==> config.mk <==
export PLATFORM = sky130hd
export DESIGN_NAME = dcache_array_arb
export DESIGN_NICKNAME = d
export VERILOG_FILES = /design/src/rtl/dcache_array_arb_pkg.sv /design/src/rtl/dcache_array_arb_rsp_pipe.sv /design/src/rtl/dcache_array_arb.sv
export SDC_FILE = /design/constraint.sdc
export NUM_CORES = 1
export LEC_CHECK = 0
export CAP_MARGIN = 10
export CELL_PAD_IN_SITES_DETAIL_PLACEMENT = 1
export CELL_PAD_IN_SITES_GLOBAL_PLACEMENT = 2
export CORE_AREA = 2 2 392 394
export DETAILED_ROUTE_END_ITERATION = 8
export DIE_AREA = 0 0 394 396
export DONT_BUFFER_PORTS = 1
export PLACE_DENSITY = 0.3
export SLEW_MARGIN = 20
export SYNTH_ARGS = -nofsm -noshare
export SYNTH_HDL_FRONTEND = slang
export SYNTH_HIERARCHICAL = 1
export SYNTH_SLANG_ARGS = --single-unit
==> constraint.sdc <==
create_clock -name clk_i -period 2.19 [get_ports clk_i]
set_input_delay 0.438 -clock clk_i [delete_from_list [all_inputs] [get_ports clk_i]]
set_output_delay 0.438 -clock clk_i [all_outputs]
set_load 0.02 [all_outputs]
==> src/rtl/dcache_array_arb_pkg.sv <==
// Shared dcache array types: request/response bundles and arbiter state.
// Optional perf counters in dcache_array_arb: DCACHE_ARRAY_ARB_PERF_EN.
package dcache_array_arb_pkg;

  localparam int unsigned DC_WAYS   = 4;
  localparam int unsigned DC_IDX_W  = 6;
  localparam int unsigned DC_TAG_W  = 20;
  localparam int unsigned DC_DATA_W = 64;
  localparam int unsigned DC_BE_W   = DC_DATA_W / 8;

  localparam int unsigned ARB_STARVE_LMT = 8;
  localparam int unsigned ARB_CNT_W      = 8;

  typedef enum logic {
    IDLE,
    LOCKED
  } arb_state_e;

  typedef struct packed {
    logic                 we;
    logic [DC_IDX_W-1:0]  idx;
    logic [DC_WAYS-1:0]   way_en;
    logic [DC_DATA_W-1:0] wdata;
    logic [DC_BE_W-1:0]   be;
  } data_req_t;

  typedef struct packed {
    logic                we;
    logic [DC_IDX_W-1:0] idx;
    logic [DC_WAYS-1:0]  way_en;
    logic [DC_TAG_W-1:0] tag;
  } tag_req_t;

  typedef struct packed {
    logic                 we;
    logic                 tag_we;
    logic [DC_IDX_W-1:0]  idx;
    logic [DC_WAYS-1:0]   way_en;
    logic [DC_TAG_W-1:0]  tag;
    logic [DC_DATA_W-1:0] wdata;
    logic [DC_BE_W-1:0]   be;
  } arr_req_t;

  typedef struct packed {
    logic [DC_WAYS-1:0][DC_TAG_W-1:0]  tag;
    logic [DC_WAYS-1:0][DC_DATA_W-1:0] rdata;
  } arr_rsp_t;

  function automatic int unsigned arb_id_w(input int unsigned n);
    return (n > 1) ? $clog2(n) : 1;
  endfunction

endpackage

==> src/rtl/dcache_array_arb_rsp_pipe.sv <==
// Fixed-latency {vld, id} shift register tracking reads in the SRAM.
// Synchronous clear drops every in-flight entry.
module dcache_array_arb_rsp_pipe #(
  parameter int unsigned DEPTH = 1,
  parameter int unsigned ID_W  = 1
) (
  input  logic            clk_i,
  input  logic            clr_i,
  input  logic            vld_i,
  input  logic [ID_W-1:0] id_i,
  output logic            vld_o,
  output logic [ID_W-1:0] id_o,
  output logic            busy_o
);

  logic [DEPTH-1:0]           vld_d, vld_q;
  logic [DEPTH-1:0][ID_W-1:0] id_d, id_q;

  // shift one stage per cycle, new entry enters stage 0
  always_comb begin
    vld_d = '0;
    id_d  = '0;
    if (!clr_i) begin
      vld_d[0] = vld_i;
      id_d[0]  = id_i;
      for (int s = 1; s < DEPTH; s++) begin
        vld_d[s] = vld_q[s-1];
        id_d[s]  = id_q[s-1];
      end
    end
  end

  // stage registers
  always_ff @(posedge clk_i) begin
    if (clr_i) begin
      vld_q <= '0;
      id_q  <= '0;
    end else begin
      vld_q <= vld_d;
      id_q  <= id_d;
    end
  end

  assign vld_o  = vld_q[DEPTH-1];
  assign id_o   = id_q[DEPTH-1];
  assign busy_o = |vld_q;

endmodule

==> src/rtl/dcache_array_arb.sv <==
// Single-port sequencer for the dcache tag+data arrays: fixed priority
// with starvation escalation, burst lock, fixed-latency response routing.
// Optional perf counters: define DCACHE_ARRAY_ARB_PERF_EN.
module dcache_array_arb
  import dcache_array_arb_pkg::*;
#(
  parameter int unsigned REQ_NUM    = 2,
  parameter int unsigned STARVE_LMT = ARB_STARVE_LMT,
  parameter int unsigned RSP_LAT    = 1
) (
  input  logic                  clk_i,
  input  logic                  rst_i,
  input  logic [REQ_NUM-1:0]    req_i,
  input  logic [REQ_NUM-1:0]    lock_i,
  input  arr_req_t [REQ_NUM-1:0] req_bits_i,
  output logic [REQ_NUM-1:0]    gnt_o,
  output logic [REQ_NUM-1:0]    rsp_vld_o,
  output arr_rsp_t              rsp_bits_o,
  output logic                  mem_req_o,
  output arr_req_t              mem_req_bits_o,
  input  arr_rsp_t              mem_rsp_bits_i,
  output logic                  busy_o
`ifdef DCACHE_ARRAY_ARB_PERF_EN
  ,
  output logic [31:0]           perf_conflict_o,
  output logic [31:0]           perf_starve_o
`endif
);

  localparam int unsigned ID_W = arb_id_w(REQ_NUM);
  localparam logic [ARB_CNT_W-1:0] LMT = ARB_CNT_W'(STARVE_LMT);

  arb_state_e state_d, state_q;
  logic [ID_W-1:0] owner_d, owner_q;
  logic [REQ_NUM-1:0][ARB_CNT_W-1:0] cnt_d, cnt_q;

  logic [REQ_NUM-1:0] esc;
  logic [REQ_NUM-1:0] gnt;
  logic [ID_W-1:0]    gidx;
  logic               found;
  logic               esc_hit;

  logic               p_vld;
  logic [ID_W-1:0]    p_id;
  logic               p_busy;

  // escalated requesters have waited STARVE_LMT cycles
  always_comb begin
    esc = '0;
    for (int i = 0; i < REQ_NUM; i++) begin
      esc[i] = (cnt_q[i] == LMT);
    end
  end

  // grant selection and lock FSM; nothing is granted during reset
  always_comb begin
    state_d = state_q;
    owner_d = owner_q;
    gnt     = '0;
    gidx    = '0;
    found   = 1'b0;
    esc_hit = 1'b0;
    if (!rst_i) begin
      unique case (state_q)
        IDLE: begin
          for (int i = 0; i < REQ_NUM; i++) begin
            if (!found && req_i[i] && esc[i]) begin
              gidx    = ID_W'(i);
              found   = 1'b1;
              esc_hit = 1'b1;
            end
          end
          for (int i = 0; i < REQ_NUM; i++) begin
            if (!found && req_i[i]) begin
              gidx  = ID_W'(i);
              found = 1'b1;
            end
          end
          if (found) begin
            gnt[gidx] = 1'b1;
            if (lock_i[gidx]) begin
              state_d = LOCKED;
              owner_d = gidx;
            end
          end
        end
        LOCKED: begin
          if (req_i[owner_q]) begin
            gidx         = owner_q;
            found        = 1'b1;
            gnt[owner_q] = 1'b1;
            if (!lock_i[owner_q]) begin
              state_d = IDLE;
            end
          end
        end
        default: state_d = IDLE;
      endcase
    end
  end

  // starvation counters: count denied cycles, saturate at the limit
  always_comb begin
    cnt_d = cnt_q;
    for (int i = 0; i < REQ_NUM; i++) begin
      if (!req_i[i] || gnt[i]) begin
        cnt_d[i] = '0;
      end else if (cnt_q[i] != LMT) begin
        cnt_d[i] = cnt_q[i] + 1'b1;
      end
    end
  end

  // FSM, owner and counter registers
  always_ff @(posedge clk_i) begin
    if (rst_i) begin
      state_q <= IDLE;
      owner_q <= '0;
      cnt_q   <= '0;
    end else begin
      state_q <= state_d;
      owner_q <= owner_d;
      cnt_q   <= cnt_d;
    end
  end

  dcache_array_arb_rsp_pipe #(
    .DEPTH (RSP_LAT),
    .ID_W  (ID_W)
  ) u_rsp_pipe (
    .clk_i  (clk_i),
    .clr_i  (rst_i),
    .vld_i  (found && !req_bits_i[gidx].we),
    .id_i   (gidx),
    .vld_o  (p_vld),
    .id_o   (p_id),
    .busy_o (p_busy)
  );

  // route the response to the requester that issued the read
  always_comb begin
    rsp_vld_o = '0;
    if (!rst_i && p_vld) begin
      rsp_vld_o[p_id] = 1'b1;
    end
  end

  assign gnt_o          = gnt;
  assign mem_req_o      = |gnt;
  assign mem_req_bits_o = found ? req_bits_i[gidx] : '0;
  assign rsp_bits_o     = (|rsp_vld_o) ? mem_rsp_bits_i : '0;
  assign busy_o         = !rst_i && ((state_q == LOCKED) || p_busy);

`ifdef DCACHE_ARRAY_ARB_PERF_EN
  logic [31:0] conflict_d, conflict_q;
  logic [31:0] starve_d, starve_q;

  // wrapping event counters
  always_comb begin
    conflict_d = conflict_q;
    starve_d   = starve_q;
    if ($countones(req_i) > 1) begin
      conflict_d = conflict_q + 32'd1;
    end
    if (esc_hit) begin
      starve_d = starve_q + 32'd1;
    end
  end

  // perf registers
  always_ff @(posedge clk_i) begin
    if (rst_i) begin
      conflict_q <= '0;
      starve_q   <= '0;
    end else begin
      conflict_q <= conflict_d;
      starve_q   <= starve_d;
    end
  end

  assign perf_conflict_o = conflict_q;
  assign perf_starve_o   = starve_q;
`endif

endmodule

==> results of run 1 <==
==> flip-flops by register name (all words and copies together) (netlist names) <==
| register | count |
|---|---|
| cnt_q | 16 |
| owner_q | 1 |
| state_q | 1 |
| u_rsp_pipe/busy_o | 1 |
| u_rsp_pipe/id_o | 1 |
==> cells in the mapped netlist (2+ instances only) <==
master | n | area, um2
a21oi_1 | 3 | 15.0
and2_1 | 339 | 2120
and3_1 | 4 | 25.0
buf_2 | 7 | 35.0
buf_6 | 6 | 67.6
clkbuf_1 | 50 | 188
dfxtp_1 | 20 | 400
ha_1 | 4 | 50.1
inv_1 | 110 | 413
inv_2 | 2 | 7.51
mux2i_1 | 105 | 1050
nand2_1 | 115 | 432
nand2b_1 | 4 | 25.0
nand3_1 | 10 | 50.1
nor2_1 | 10 | 37.5
nor2b_1 | 5 | 31.3
nor3b_1 | 8 | 60.1
o211ai_1 | 2 | 15.0
xnor2_1 | 4 | 35.0
xor2_1 | 10 | 87.6
==> layer usage <==
metal / vias up / track usage [%] / part of all wire, % / wire (um)
met3: 109 / 5.94 / 13 / 11300
met5: - / 0 / 0.34 / 296
met4: 44 / 2.55 / 2.6 / 2220
met1: 3460 / 10.4 / 34 / 29500
li1: 3146 / - / - / -
met2: 588 / 18.3 / 50 / 43300
==> path summary, 6_finish.rpt <==
check,cells after the start,startpoint,end,slack [ps]
setup reg to reg,11,cnt_q[9]$_SDFFE_PP0P_,u_rsp_pipe/busy_o$_SDFF_PP0_,-170
setup / recovery,10,cnt_q[9]$_SDFFE_PP0P_,mem_req_bits_o[81],-680
hold / removal,1,rst_i,u_rsp_pipe/busy_o$_SDFF_PP0_,240
hold reg to reg,3,cnt_q[3]$_SDFFE_PP0P_,cnt_q[3]$_SDFFE_PP0P_,610
==> stage by stage <==
step	utilization (%)	hold slack, ps	area, um2	total power, W	setup WS (ps)
2_1_floorplan	-	486	6650	0.00167	-260
4_1_cts	9.61	254	14600	0.00305	-678
5_1_grt	10.0	235	15200	0.00324	-761
3_3_place_gp	8.89	528	13500	0.00237	-697
6_report	10.1	240	15300	0.00308	-684
3_5_place_dp	8.89	525	13500	0.00238	-734
==> cell families (layout without fill, tap and decap cells) <==
family / Yosys count / after routing
AOI/OAI and AO/OA: 16 / 16
adders and majority gates: 4 / 4
muxes: 105 / 105
xor gates and xnor gates: 14 / 14
other: 0 / 51
and+or+nand+nor: 502 / 502
DFF: 20 / 20
buffers and inverters: 176 / 451
==> repair_timing <==
item	CTS	global route
setup endpoints to repair	274	328
hold buffers	0	0
buffers inserted	37	19
pin swaps	3	5
cloned	11	9
gates resized for setup	128	90
==> worst max-delay path: cells and delay by family (launching register included) <==
family	cells	cell delay (ps)
compound gates	2	360
fa+ha+maj	1	110
simple gates	1	480
buf+inv	5	620
mux	1	260
flops	1	320
==> power by group <==
group / switching (W) / leakage (nW) / internal [W] / total, W
logic: 0.00120 / 5.52 / 0.00107 / 0.00227
clock network: 0.000151 / 0.0445 / 0.000279 / 0.000430
registers: 0.00000923 / 0.164 / 0.000373 / 0.000382
total: 0.00136 / 5.73 / 0.00172 / 0.00308
==> area by class of cell <==
class	instances	area [um2]	area share [%]
inverters	112	428	2.80
flip-flops and latches	20	408	2.67
clock buffers	4	88.8	0.582
well taps	2030	2540	16.6
repair buffers	335	5850	38.3
multi-input cells	641	5820	38.1
diodes	51	128	0.837
==> run metrics, run 1 <==
outcome=finished with violations; failing checks=setup timing; Sink Count=20; Post-synth EDFFs=0; drt first pass iters=6; filler cell count=17.8k; total track usage=between 10% and 20%; number of vias per cell=2.30; share of layout cells above drive strength 1=53.4%; Pleak=between 5 and 6 nW; drt total wl=86700 um; post-route insts no fill=3193; synthesized cell area=5320 um2; Peak VDD IR=0.000190 V; commonest non-fill, non-tap cell in the layout=buf_12; Root Buffer=clkbuf_16; port bufs=0; worst path cell trace=inv_2 -> ha_4 -> or4b_4 -> a211oi_4 -> o21bai_4 -> buf_4 -> buf_12 -> buf_6 -> buf_16 -> mux2i_4; Clk Latency, worst-skew pair=260 ps; initial antenna violation count=106; Syn Area/Cell=~6.4 um2; Synth Area in XOR/XNOR=2.31%; HP Class=in2reg; slowest stage delay, CP=around 480 ps; clock period minus worst slack=2870 ps; fin nets=1667; vias in the first global route=7715; final worst path period share=131%; initial core utilization=under 10%; setup TNS=-64790 ps; max-slew violation count=0; Die Width=394 um; CP Capture Type=output pin; vias=7347; first-iteration detailed-routing DRC count=328; Seq/Total Area, Yosys=7.53%; Yosys reg bits=20; Final Skew=5.16 ps; most frequent cells in the layout=216 x buf_12, 214 x and2_1, 115 x nand2_1, 108 x inv_1, 98 x mux2i_4; YS warnings=6; Ports=approximately 1000; GPL Wtd Cong=0.867; RSZ-0062 raised after global routing=true; post-synthesis cell type count=39; Final setup viols=around 120; Antenna Nets Post-Route=0; Slew @ Worst Pin=423 ps; Max Root-Sink Buffers=2; Syn Nets=1391; CP arrival=between 2000 and 2500 ps; multiplexer area fraction after synthesis=19.8%; PnR worst setup slack=-684 ps; DRC Markers=0; H-tree level count=1; slowest CP cell=or4b_4; die area=156000 um2; CTS Buf Count=3; CORE AREA=152000 um2; CTS tree=built; Synth Instances=837; Max-Cap Viols=0; largest family of logic cells by synthesized area=simple AND/OR/NAND/NOR gates; CP required=1750 ps; simple-gate share of the synthesized area=53.6%; pin count of the biggest net entering global routing=47; Area Growth Syn to Fin=187%; kind of critical path=reg2out; asr flop ratio synth=0%; largest fanout on the critical path=6; Slew Limit Headroom=71.8%; DP HPWL=77600 um; GRT overflow=0; first-pass GRT wire length=103000 um; Setup crit start kind=flop; Cell Rows=143; main flop type after synthesis=dfxtp_1; Die H=396 um; WL/cell=27.2 um; Synth Area in Compound Gates=2.38%; PD cells=202 nW/um2; Clock transition at path regs=60 ps; Max Freq=0.348 GHz; post-synthesis adder-cell area fraction=less than 1%; Final Hold Vio Count=0; placed instance count=3075
(Power assumes the default switching activity.)
==> run 2, diff against run 1 <==
--- a/config.mk
+++ b/config.mk
@@ -13,7 +13,6 @@
 export DIE_AREA = 0 0 394 396
 export DONT_BUFFER_PORTS = 1
 export PLACE_DENSITY = 0.3
-export SLEW_MARGIN = 20
 export SYNTH_ARGS = -nofsm -noshare
 export SYNTH_HDL_FRONTEND = slang
 export SYNTH_HIERARCHICAL = 1
==> results of run 2 <==
No change in the layout: final DEF, timing and power equal those of run 1.
==> run 3, diff against run 2 <==
--- a/config.mk
+++ b/config.mk
@@ -8,9 +8,9 @@
 export CAP_MARGIN = 10
 export CELL_PAD_IN_SITES_DETAIL_PLACEMENT = 1
 export CELL_PAD_IN_SITES_GLOBAL_PLACEMENT = 2
-export CORE_AREA = 2 2 392 394
+export CORE_AREA = 2 2 387 389
 export DETAILED_ROUTE_END_ITERATION = 8
-export DIE_AREA = 0 0 394 396
+export DIE_AREA = 0 0 389 391
 export DONT_BUFFER_PORTS = 1
 export PLACE_DENSITY = 0.3
 export SYNTH_ARGS = -nofsm -noshare
==> constraint.sdc (replaced) <==
create_clock -name clk_i -period 3.1 [get_ports clk_i]
set_input_delay 0.62 -clock clk_i [delete_from_list [all_inputs] [get_ports clk_i]]
set_output_delay 0.62 -clock clk_i [all_outputs]
set_load 0.02 [all_outputs]
==> run 3 against run 2 <==
The flow now finishes without violations. Clock skew grew 0.91 ps. Sequential share of layout area grew 1.3 points. Worst hold slack gained 180 ps. Worst setup slack gained 750 ps. Power shrank 44%. First-iteration DRC count shrank 37%. Critical path depth shrank 1. Clock power shrank 13%. Sequential cell count is the same. Largest power group unchanged.
==> run metrics, run 3 (synthesis results as in run 1) <==
outcome=finished clean; CP Capture Type=output pin; total track usage=9.59%; number of vias per cell=2.28; Max-Cap Viols=0; Clk Latency, worst-skew pair=between 200 and 300 ps; Max Freq=approximately 0.33 GHz; Final setup viols=0; port bufs=0; Largest delay share family, worst path=buffers and inverters; CORE AREA=149000 um2; reg2reg path depth=9; Root Buffer=clkbuf_16; CP arrival=2420 ps; max FFs per register=16; first-pass GRT wire length=91800 um; Worst Hold Path Cells=1; Die Width=389 um; Pleak=~4.6 nW; H-tree level count=1; most frequent cells in the layout=339 x and2_1, 189 x buf_4, 115 x nand2_1, 108 x inv_1, 104 x mux2i_1; # hold bufs at CTS=0; Setup crit start kind=flop; initial antenna violation count=159; PD cells=167 nW/um2; largest fanout on the critical path=17; pin count of the biggest net entering global routing=121; worst path cell trace=inv_2 -> ha_1 -> or4b_4 -> a211oi_4 -> o21bai_4 -> buf_12 -> buf_16 -> mux2i_1 -> buf_4; slowest stage delay, CP=500 ps; kind of critical path=reg2out; GPL Wtd Cong=about 0.87; WL/cell=roughly 26 um; RSZ-0062 raised after global routing=true; critical path depth=9; first-iteration detailed-routing DRC count=206; vias in the first global route=6959; fin nets=1572; GRT overflow=0; final worst path period share=97.9%; Slew Limit Headroom=between 50% and 60%; drt total wl=between 70000 and 80000 um; filler cell count=17.8k; Peak VDD IR=0.000161 V; max-slew violation count=0; CTS tree=built; Antenna Nets Post-Route=0; Slew @ Worst Pin=650 ps; Final Skew=6.07 ps; Final Core Density=approximately 7%; die area=152000 um2; commonest non-fill, non-tap cell in the layout=and2_1; Area Growth Syn to Fin=92.7%; initial core utilization=3.58%; CTS Buf Count=3; Most flops, register=cnt_q; clock period minus worst slack=3040 ps; Worst Path Buf+Inv=4; HP Class=in2reg; DRC Markers=0; Sink Count=20; Cell Rows=between 100 and 150; share of layout cells above drive strength 1=25.9%; Clock transition at path regs=70 ps; Max Root-Sink Buffers=2; Die H=391 um; drt first pass iters=4; Final Total Pwr=0.00171 W; slowest CP cell=or4b_4; CP required=around 2500 ps; Ports=996; Final Hold Vio Count=0; vias=6921; DP HPWL=a little over 70000 um
==> run 3: routing by layer <==
layer,part of all wire (%),GRT usage (%),vias to the layer above
li1,-,-,2956
met2,50,17.2,639
met5,0.51,0,-
met4,1.7,0.980,66
met1,34,9.32,3100
met3,14,6.51,160
==> run 3: what timing repair did <==
item                       CTS  global route
resized for setup           10             3
cloned                       1             3
pin swaps                    2             0
setup endpoints to repair   58            28
setup buffers                2             6
==> run 3: path summary, 6_finish.rpt <==
kind / start / to / slack, ps
setup reg to reg: cnt_q[8]$_SDFFE_PP0P_ / u_rsp_pipe/busy_o$_SDFF_PP0_ / 660
hold reg to reg: cnt_q[1]$_SDFFE_PP0P_ / cnt_q[1]$_SDFFE_PP0P_ / 510
setup / recovery: cnt_q[8]$_SDFFE_PP0P_ / mem_req_bits_o[91] / 60
hold / removal: rst_i / owner_q$_SDFFE_PP0P_ / 420
==> run 3: layout make-up <==
type                            count  area [um2]  area share (%)
Clock buffer                        3        75.1           0.733
Tap cell                         1944        2430            23.7
Timing Repair Buffer              240        2440            23.8
Antenna cell                       76         190            1.86
Clock inverter                      1        30.0           0.293
Inverter                          112         420            4.10
Multi-Input combinational cell    641        4250            41.5
Sequential cell                    20         408            3.98
==> run 3: where the power goes <==
part | total, W | internal, W | switching (W)
clock | 0.000376 | 0.000257 | 0.000119
combinational | 0.00106 | 0.000412 | 0.000652
sequential | 0.000272 | 0.000263 | 0.00000901
==> run 3: stage by stage <==
| stage | std cells | cell area [um2] | TNS, ps | setup slack (ps) | hold WS (ps) |
|---|---|---|---|---|---|
| 3_3_place_gp | 2946 | 9780 | 0 | 216 | 510 |
| 3_5_place_dp | 2946 | 9780 | 0 | 113 | 532 |
| 4_1_cts | 2953 | 9970 | 0 | 8.55 | 402 |
| 6_report | 3037 | 10200 | 0 | 64.7 | 416 |
| 5_1_grt | 2994 | 10100 | -179 | -27.2 | 408 |
| 2_1_floorplan | 837 | 5320 | 0 | 173 | 480 |
==> patch: new RTL, settings of run 1 <==
The option `DCACHE_ARRAY_ARB_PERF_EN` is turned on by a define.
--- a/src/rtl/dcache_array_arb.sv
+++ b/src/rtl/dcache_array_arb.sv
@@ -3,2 +3,4 @@
 // Optional perf counters: define DCACHE_ARRAY_ARB_PERF_EN.
+`define DCACHE_ARRAY_ARB_PERF_EN
+
 module dcache_array_arb
Formal check against the unedited RTL (old outputs only; new: perf_conflict_o and perf_starve_o): equivalent (Yosys induction, for registers that start in step).
==> patch against run 1 <==
- the flow still finishes with violations (setup timing)
- sequential share of layout area is 5.6 points higher
- setup slack worse by 0.29 ns
- core utilization is 3.5 points higher
- wire length is 57% higher
- clock skew is 0.0044 ns higher
- register-to-register slack worse by 0.21 ns
- count of clock-buffer cells in the layout is 5 higher
- total power is 81% higher
- final area is 34% higher
- non-clock buffer count is 145 higher
- critical path depth stayed put
- sequential cell count is 64 higher
- area after synthesis is 46% higher
- critical path type unchanged
==> patch: results (changes against run 1) <==
Status - finished, violations left
Layout cells sized above 1 - 0.637 (+0.103)
Signal buf overhead - 0.381 (-0.00247)
Syn Nets - 1742 (+25%)
Post-synthesis sequential area ratio - 0.216 (+0.141)
Post-Layout Cell Count - 3654 (+14%)
CTS H-Tree Depth - 3 (+2)
Top cells by count, synth - 343 x and2_1, 235 x nand2_1, 125 x a21oi_1
Top post-synthesis cells by area - and2_1 28%, dfxtp_1 22%, nand2_1 11%
Average size of a mapped cell - 6.55 um2 (+3.1%)
Critical Path End - mem_req_bits_o[77]
Comb pwr share - 0.412 (-0.324)
Placed insts - 3527 (+15%)
Max Clock Skew - 0.00954 ns (+0.00438 ns)
Starting DRT DRC Count - 563 (+72%)
Seq group - 0.00154 W (+300%)
Multi-In Gates - 995 (+55%)
Delay-heaviest family, CP - compound AO/OA/AOI/OAI gates
Largest net degree at the start of global routing - 74 (+57%)
Clock sinks - 84 (+320%)
Hold endpoint - perf_conflict_o[18]$_SDFFE_PP0N_
Ant diodes - 33 (-35%)
Worst slack at placement - -0.686 ns (+0.0487 ns)
Number of global-route vias before repair - 11.5k (+49%)
Worst slew margin - 0.645 (-0.0728)
Final nets - 2143 (+29%)
Hold slack - 0.127 ns (-0.113 ns)
Max VDD drop - 0.000360 V (+89%)
Fin Setup TNS - -104.34 ns (-39.55 ns)
Non-clock inverter count - 17 (-85%)
First-pass GRT wire length - 164 mm (+58%)
Final wirelength - 136 mm (+57%)
Clock latency on the worst-skew pair - 0.37 ns (+0.11 ns)
Leak pwr - 7.35 nW (+28%)
Via-to-Cell Ratio - 3.10 (+35%)
Post_cts resized - 565 (+340%)
DRT Pass-1 Iters - 5 (-1)
Hpwl dp - 119 mm (+53%)
Gr usage total - 0.167 (+0.0636)
Fin worst setup slack - -0.977 ns (-0.293 ns)
Violations in the final reports - setup timing
Crit path launch - cnt_q[0]$_SDFFE_PP0P_
RD Place Congestion - 0.994 (+15%)
Sw Share - 0.371 (-0.0695)
Crit path DAT - 2.73 ns (+0.29 ns)
Register area - 0.00169 mm2 (+310%)
Dpl cell area - 0.0170 mm2 (+26%)
Antenna violations before repair - 107 (+0.94%)
Multi-input gate share of total cell area - 0.389 (+0.00790)
Area of the multi-input gates - 0.00798 mm2 (+37%)
Final setup viols - 317 (+180%)
ClkCell Share - 0.0154 (+0.00955)
Synth unique cells - 48 (+23%)
Post-CTS Setup Bufs - 46 (+24%)
## patch: cell count changes after synthesis, moves of 64 or more
cell and change:
dfxtp_1 +64, nand2_1 +120, mux2i_1 -101, inv_1 -94, a21oi_1 +122, nor2_1 +68
## patch: kinds of logic (layout without fill, tap and decap cells)
kind of cell             count (synthesis)  count (layout)  share of synthesized area
buffers and inverters                  107             512                     0.0668
other                                    0              33                          0
flip-flops                              84              84                      0.216
AO/OA/AOI/OAI                          168             168                      0.122
multiplexers                             4               4                    0.00515
XOR/XNOR                                58              58                     0.0654
AND/OR/NAND/NOR                        759             759                      0.514
adder cells (fa/ha/maj)                  6               6                    0.00966
## patch: per-layer routing
| metal | vias up | share of wire | track usage | wire length [um] |
|---|---|---|---|---|
| li1 | 4690 | - | - | - |
| met1 | 5634 | 0.39 | 0.196 | 53400 |
| met2 | 798 | 0.45 | 0.261 | 61100 |
| met3 | 163 | 0.13 | 0.0937 | 17800 |
| met4 | 34 | 0.026 | 0.0411 | 3520 |
| met5 | - | 0.0016 | 0 | 223 |
